$ cat src/rtl/keypad_timer.sv
// Microwave cook-time entry and countdown: BCD digits shift in from the keypad
// encoder, then count down MM:SS on a 1 Hz tick and report completion.
module keypad_timer (
  input  logic       clock,
  input  logic       resetn,
  input  logic [3:0] digit,
  input  logic       loadn,
  input  logic       startn,
  input  logic       stopn,
  input  logic       clearn,
  input  logic       tick,
  output logic [3:0] min_tens,
  output logic [3:0] min_ones,
  output logic [3:0] sec_tens,
  output logic [3:0] sec_ones,
  output logic       running,
  output logic       done,
  output logic       enablen
);

  typedef enum logic [1:0] {
    ST_IDLE    = 2'd0,
    ST_RUNNING = 2'd1,
    ST_DONE    = 2'd2
  } state_t;

  state_t     state_q, state_d;
  logic       loadn_q;
  logic [3:0] min_tens_q, min_tens_d;
  logic [3:0] min_ones_q, min_ones_d;
  logic [3:0] sec_tens_q, sec_tens_d;
  logic [3:0] sec_ones_q, sec_ones_d;
  logic       running_q, running_d;
  logic       done_q, done_d;
  logic       enablen_q, enablen_d;

  // Key handshake: loadn is an active-low level that stays low for the whole
  // press; digit is valid only while loadn=0. A press is accepted once, on the
  // first cycle loadn is low after a cycle where it was high (loadn_q=1).
  logic press;
  logic capture;
  logic time_zero;
  logic [3:0] dec_mt, dec_mo, dec_st, dec_so;
  logic dec_zero;

  assign press     = !loadn && loadn_q;
  assign capture   = press && (digit <= 4'd9);
  assign time_zero = (min_tens_q == 4'd0) && (min_ones_q == 4'd0) &&
                     (sec_tens_q == 4'd0) && (sec_ones_q == 4'd0);

  // BCD borrow chain; sec_tens above 5 is simply decremented like any digit.
  always_comb begin
    dec_mt = min_tens_q;
    dec_mo = min_ones_q;
    dec_st = sec_tens_q;
    dec_so = sec_ones_q;
    if (sec_ones_q != 4'd0) begin
      dec_so = sec_ones_q - 4'd1;
    end else begin
      dec_so = 4'd9;
      if (sec_tens_q != 4'd0) begin
        dec_st = sec_tens_q - 4'd1;
      end else begin
        dec_st = 4'd5;
        if (min_ones_q != 4'd0) begin
          dec_mo = min_ones_q - 4'd1;
        end else begin
          dec_mo = 4'd9;
          dec_mt = min_tens_q - 4'd1;
        end
      end
    end
    dec_zero = (dec_mt == 4'd0) && (dec_mo == 4'd0) &&
               (dec_st == 4'd0) && (dec_so == 4'd0);
  end

  // Next-state and time datapath
  always_comb begin
    state_d    = state_q;
    min_tens_d = min_tens_q;
    min_ones_d = min_ones_q;
    sec_tens_d = sec_tens_q;
    sec_ones_d = sec_ones_q;
    unique case (state_q)
      ST_IDLE: begin
        if (!clearn) begin
          min_tens_d = 4'd0;
          min_ones_d = 4'd0;
          sec_tens_d = 4'd0;
          sec_ones_d = 4'd0;
        end else if (capture) begin
          min_tens_d = min_ones_q;
          min_ones_d = sec_tens_q;
          sec_tens_d = sec_ones_q;
          sec_ones_d = digit;
        end else if (!startn && !time_zero) begin
          state_d = ST_RUNNING;
        end
      end
      ST_RUNNING: begin
        if (!stopn) begin
          state_d = ST_IDLE;
        end else if (tick) begin
          min_tens_d = dec_mt;
          min_ones_d = dec_mo;
          sec_tens_d = dec_st;
          sec_ones_d = dec_so;
          if (dec_zero) state_d = ST_DONE;
        end
      end
      ST_DONE: begin
        if (!clearn || !stopn) state_d = ST_IDLE;
      end
      default: state_d = ST_IDLE;
    endcase
  end

  // Output decode from the next state so the registered flags track the state
  always_comb begin
    running_d = (state_d == ST_RUNNING);
    done_d    = (state_d == ST_DONE);
    enablen_d = (state_d != ST_IDLE);
  end

  always_ff @(posedge clock) begin
    if (!resetn) begin
      state_q    <= ST_IDLE;
      loadn_q    <= 1'b1;
      min_tens_q <= 4'd0;
      min_ones_q <= 4'd0;
      sec_tens_q <= 4'd0;
      sec_ones_q <= 4'd0;
      running_q  <= 1'b0;
      done_q     <= 1'b0;
      enablen_q  <= 1'b0;
    end else begin
      state_q    <= state_d;
      loadn_q    <= loadn;
      min_tens_q <= min_tens_d;
      min_ones_q <= min_ones_d;
      sec_tens_q <= sec_tens_d;
      sec_ones_q <= sec_ones_d;
      running_q  <= running_d;
      done_q     <= done_d;
      enablen_q  <= enablen_d;
    end
  end

  assign min_tens = min_tens_q;
  assign min_ones = min_ones_q;
  assign sec_tens = sec_tens_q;
  assign sec_ones = sec_ones_q;
  assign running  = running_q;
  assign done     = done_q;
  assign enablen  = enablen_q;

endmodule

$ cat config.mk
export PLATFORM = sky130hd
export DESIGN_NAME = keypad_timer
export DESIGN_NICKNAME = d
export VERILOG_FILES = /design/src/rtl/keypad_timer.sv
export SDC_FILE = /design/constraint.sdc
export NUM_CORES = 1
export LEC_CHECK = 0
export ABC_AREA = 1
export CAP_MARGIN = 20
export CORE_UTILIZATION = 49
export DETAILED_ROUTE_END_ITERATION = 8
export GPL_ROUTABILITY_DRIVEN = 0
export GPL_TIMING_DRIVEN = 0
export PLACE_DENSITY = 0.88
export SYNTH_ARGS = -nofsm -noshare
export SYNTH_HDL_FRONTEND = slang
export SYNTH_SLANG_ARGS = --single-unit
$ cat constraint.sdc
create_clock -name clock -period 1.66 [get_ports clock]
set_input_delay 0.332 -clock clock [delete_from_list [all_inputs] [get_ports clock]]
set_output_delay 0.332 -clock clock [all_outputs]
set_load 0.01 [all_outputs]
; ---- After elaboration in Yosys (flattened, before gate mapping)
; Index checks and enable logic that the tools add are counted.
[classes]
order_cmp = 1
mux = 37
addsub = 4
reduce_logical = 30
n_eq_ne = 7
[op_table]
columns = cell, count
row1 = $mux 4, 25
row2 = $logic_not 4->1, 8
row3 = $pmux 4 s2, 4
row4 = $sub 4x1->4 const B, 4
row5 = $mux 2, 7
row6 = $reduce_bool 4->1, 3
row7 = $logic_and 1x1->1, 9
row8 = $pmux 2 s3, 1
row9 = $logic_not 1->1, 5
row10 = $eq 2x1->1 const B, 2
row11 = $eq 2x2->1 const B, 2
row12 = $le 4x4->1 const B, 1
row13 = $ne 2x2->1 const B, 2
row14 = $reduce_and 4->1, 1
row15 = $reduce_bool 2->1, 2
row16 = $ne 3x3->1 const B, 1
row17 = $logic_not 2->1, 1
row18 = $logic_or 1x1->1, 1
[totals]
in_bits = 11
reg_bits = 22
out_inout_bits = 19
word_cells = 88

; ---- Depth between registers and ports, before layout
[depth]
depth_word = 13
mapped_depth = 14
mapped_depth_nobuf = 14

; ---- Worst setup path after synthesis
; Ideal clock, no wire load.
[synth_path]
path_type = register to register
start = register sec_ones_q[0] (netlist: sec_ones[0])
end = register enablen_q (netlist: enablen)
t_arrival_ns = 1.415
path_slack_ns = 0.132
stages_incl_launch_ff = 15
path_buffers = 0
path_cell_list = dfxtp_1 > nor2_4 > nand2_4 > nor2_4 > nand2_1 > nand2_1 > nand2_2 > inv_2 > nand3_2 > nor2_2 > nand2_1 > nand2_1 > nand2_1 > nand2_2 > nand2_2
[synth_between]
elab_chain_cells = 11
word_cells_on_any_way = 25
classes_between = add/sub: 1 / mux: 11 / reduce/logical: 13
[synth_lines]
columns = item, line
row1 = from (decl), 32  ; logic [3:0] sec_ones_q, sec_ones_d;
row2 = from (signal assigned), 142  ; sec_ones_q <= sec_ones_d;
row3 = "parallel branches: the longest is 9 deep, another holds $sub 4x1->4", --
row4 = $pmux 2 s3 (*), 84  ; unique case (state_q)
row5 = $reduce_bool 2->1 (*), 122  ; enablen_d = (state_d != ST_IDLE);
row6 = to (signal assigned), 145  ; enablen_q <= enablen_d;
row7 = to (decl), 35  ; logic enablen_q, enablen_d;
; Mark *: on every way between the ends.
; A chain may end at the register's enable or synchronous reset.

; ---- Worst setup path in the final report
[layout_path]
start = register sec_ones_q[2] (netlist: sec_ones[2])
end = register enablen_q (netlist: enablen)
; The elaborated chain is that of the path after synthesis.

==> results.yml <==
timing:
  period_minus_slack_ns: 1.67
  finalSetupTns_ns: -0.0353
  hold_viol: 0
  skew_ns: 0.00713
  period_share_pct: 101
  hold_ws_ns: 0.528
  max_slew.worst_pin.slew_ns: 0.561
  rsz0062_at_grt: "true"
  max_freq_mhz: 597
  drv_slew: 0
  setup-violations-final: 3
  fin_ws_ns: -0.0137
  slew_headroom_pct: 62.6
clock_tree:
  htreeDepth: 1
  cts_made_buffers: 3
  path_clk_slew_ns: 0.13
  root_buffer: "clkbuf_4"
  tritoncts: "built"
  clk_path_buf_depth: 2
  clock_latency_ns: 0.32
  clock-sinks: 22
power_and_ir_drop:
  leakagePower_nw: 0.845
  power_density_nw_per_um2: 924
  vdd_ir_drop_max_mv: 0.682
floorplan:
  coreArea_sq_um: 2520
  die_x_microns: 54.2
  die_h_microns: 54.2
  dieArea_sq_um: 2930
  start_util_pct: 52.8
  rows: 18
  io_pins: 30
finish:
  layout_common_cells: "nand2_1 (41), clkdlybuf4s50_1 (27), inv_1 (23), a21oi_1 (23), nor2_1 (16)"
  area_growth_pct: 41.0
  final_cells: 277
  fin_area_sq_um: 1880
  num-fill-cells: 192
  diodes: 0
  drive_above_1_share_pct: 25.5
  layout_commonest_cell: "nand2_1"
  final_nets: 261
yosys:
  synth_area_sq_um: 1330
  ys_ff_latch: 22
  avgSynthCellArea_sq_um: 6.50
  synth_top_cell_by_area: "dfxtp_1"
  syn-num-nets: 218
  yosys_warnings: 0
  ys_types: 24
  yosys-top-cells-area: "dfxtp_1 (33%), nand2_1 (13%), a21oi_1 (8.6%)"
  syn_inst: 205
  synth_top_area_share_pct: 33.1
  ys_seq_area_share_pct: 33.1
worst_setup_path:
  crit_path_end_kind: "register"
  arrival_ns: 1.91
  ff2ff_path_depth: 12
  cp.required_ns: 1.89
  critPathMaxFanout: 7
  crit_path_start_kind: "register"
  worstSetupPathType: "register to register"
outcome:
  status: "finished, violations left"
  violations: "setup timing"
global_routing:
  grt_max_degree: 14
  grt-ovfl-total: 0
  grt_pass1_vias: 1248
  track_usage_pct: 25.4
  antenna_found_initial: 0
  grt_pass1_wl_microns: 5300
drt:
  wl_per_cell_microns: 13.5
  drc: 0
  drtAntennaViolNets: 0
  num_vias: 1555
  drt-pass1-iter-count: 4
  finalWirelength_microns: 3750
  vias_per_cell: 5.61
  drt_iter0_drc: 57
place:
  dpl.hpwl_microns: 2410
  io_buffer_count: 29
  place_area_sq_um: 1660
  dp.cells: 264
min_path:
  hp-class: "register to register"
  whs_path_depth: 2
job:
  cap_violations: 0
-- stage by stage --
stage | power, W | utilization [%] | setup slack (ns)
after global placement | 0.00119 | 65.8 | -0.400
after detailed placement | 0.00120 | 65.8 | -0.398
after floorplan | 0.00101 | - | 0.132
after global routing | 0.00184 | 74.5 | -0.158
after CTS | 0.00163 | 68.7 | -0.0155
final | 0.00174 | 74.5 | -0.0137
-- routing by layer --
metal | vias to the layer above | routed length (microns) | track usage, %
met5 | - | 0 | 0
met4 | 0 | 150 | 15.4
met3 | 19 | 252 | 3.39
met2 | 78 | 1780 | 38.0
met1 | 696 | 1560 | 34.2
li1 | 762 | - | -
-- cell usage after synthesis (all sizes together) --
library cell and count:
a211oi 3, a21oi 23, a221oi 7, a22oi 2
buf 1, clkbuf 4, clkinv 2, dfxtp 22
ha 2, inv 27, nand2 54, nand3 15
nand3b 1, nand4 1, nor2 26, o21ai 14
o22ai 1
-- layout make-up --
| class | instances | area [sq um] | area share (%) |
|---|---|---|---|
| clock buffer | 3 | 22.5 | 1.20 |
| timing repair buffer | 39 | 370 | 19.7 |
| inverter | 29 | 113 | 5.99 |
| multi-input combinational | 149 | 811 | 43.1 |
| clock inverter | 1 | 30.0 | 1.60 |
| buffer | 4 | 26.3 | 1.40 |
| tap | 30 | 37.5 | 2.00 |
| sequential | 22 | 469 | 25.0 |
-- power by group --
group          switching [W]  internal, W
Sequential         0.0000547     0.000577
Clock               0.000176     0.000244
Combinational       0.000392     0.000293
Total               0.000622      0.00111
-- flip-flops by register name, summed over array words and instances, names as in the netlist --
register,flops
sec_tens,4
min_tens,4
state_q,2
done,1
running,1
enablen,1
min_ones,4
sec_ones,4
loadn_q,1
-- final timing paths --
path                from  slack (ns)     endpoint
max reg2reg  sec_ones[2]       -0.01      enablen
min          sec_ones[3]        0.53  sec_ones[3]
max          sec_ones[2]       -0.01      enablen
min reg2reg  sec_ones[3]        0.53  sec_ones[3]
-- critical path: stages, from the launching register on --
cell,delay [ns]
dfxtp_4,0.38
nor2_4,0.17
nand2_4,0.11
o21ai_0,0.21
nand2_1,0.11
nor2_2,0.13
nand3_2,0.10
nor2_2,0.10
nand2_1,0.06
nand2_1,0.05
nand2_1,0.06
nand2_2,0.09
nand2_2,0.05
-- repair_timing --
| action | in CTS | in global routing |
|---|---|---|
| pin swaps | 2 | 7 |
| buffers inserted | 2 | 8 |
| gates cloned | 0 | 0 |
| gates resized for setup | 7 | 42 |
| endpoints found under the setup margin | 22 | 27 |
| hold buffers | 0 | 0 |
-- kinds of logic (layout without fill, tap and decap cells) --
group                    after synthesis  count (layout)  synth area share (%)
buffers and inverters                 34              76                  9.76
adder cells (fa/ha/maj)                2               2                  1.88
AO/OA/AOI/OAI                         50              50                  21.8
flip-flops                            22              22                  33.1
AND/OR/NAND/NOR                       97              97                  33.5
Power figures use the tool's default switching activity.
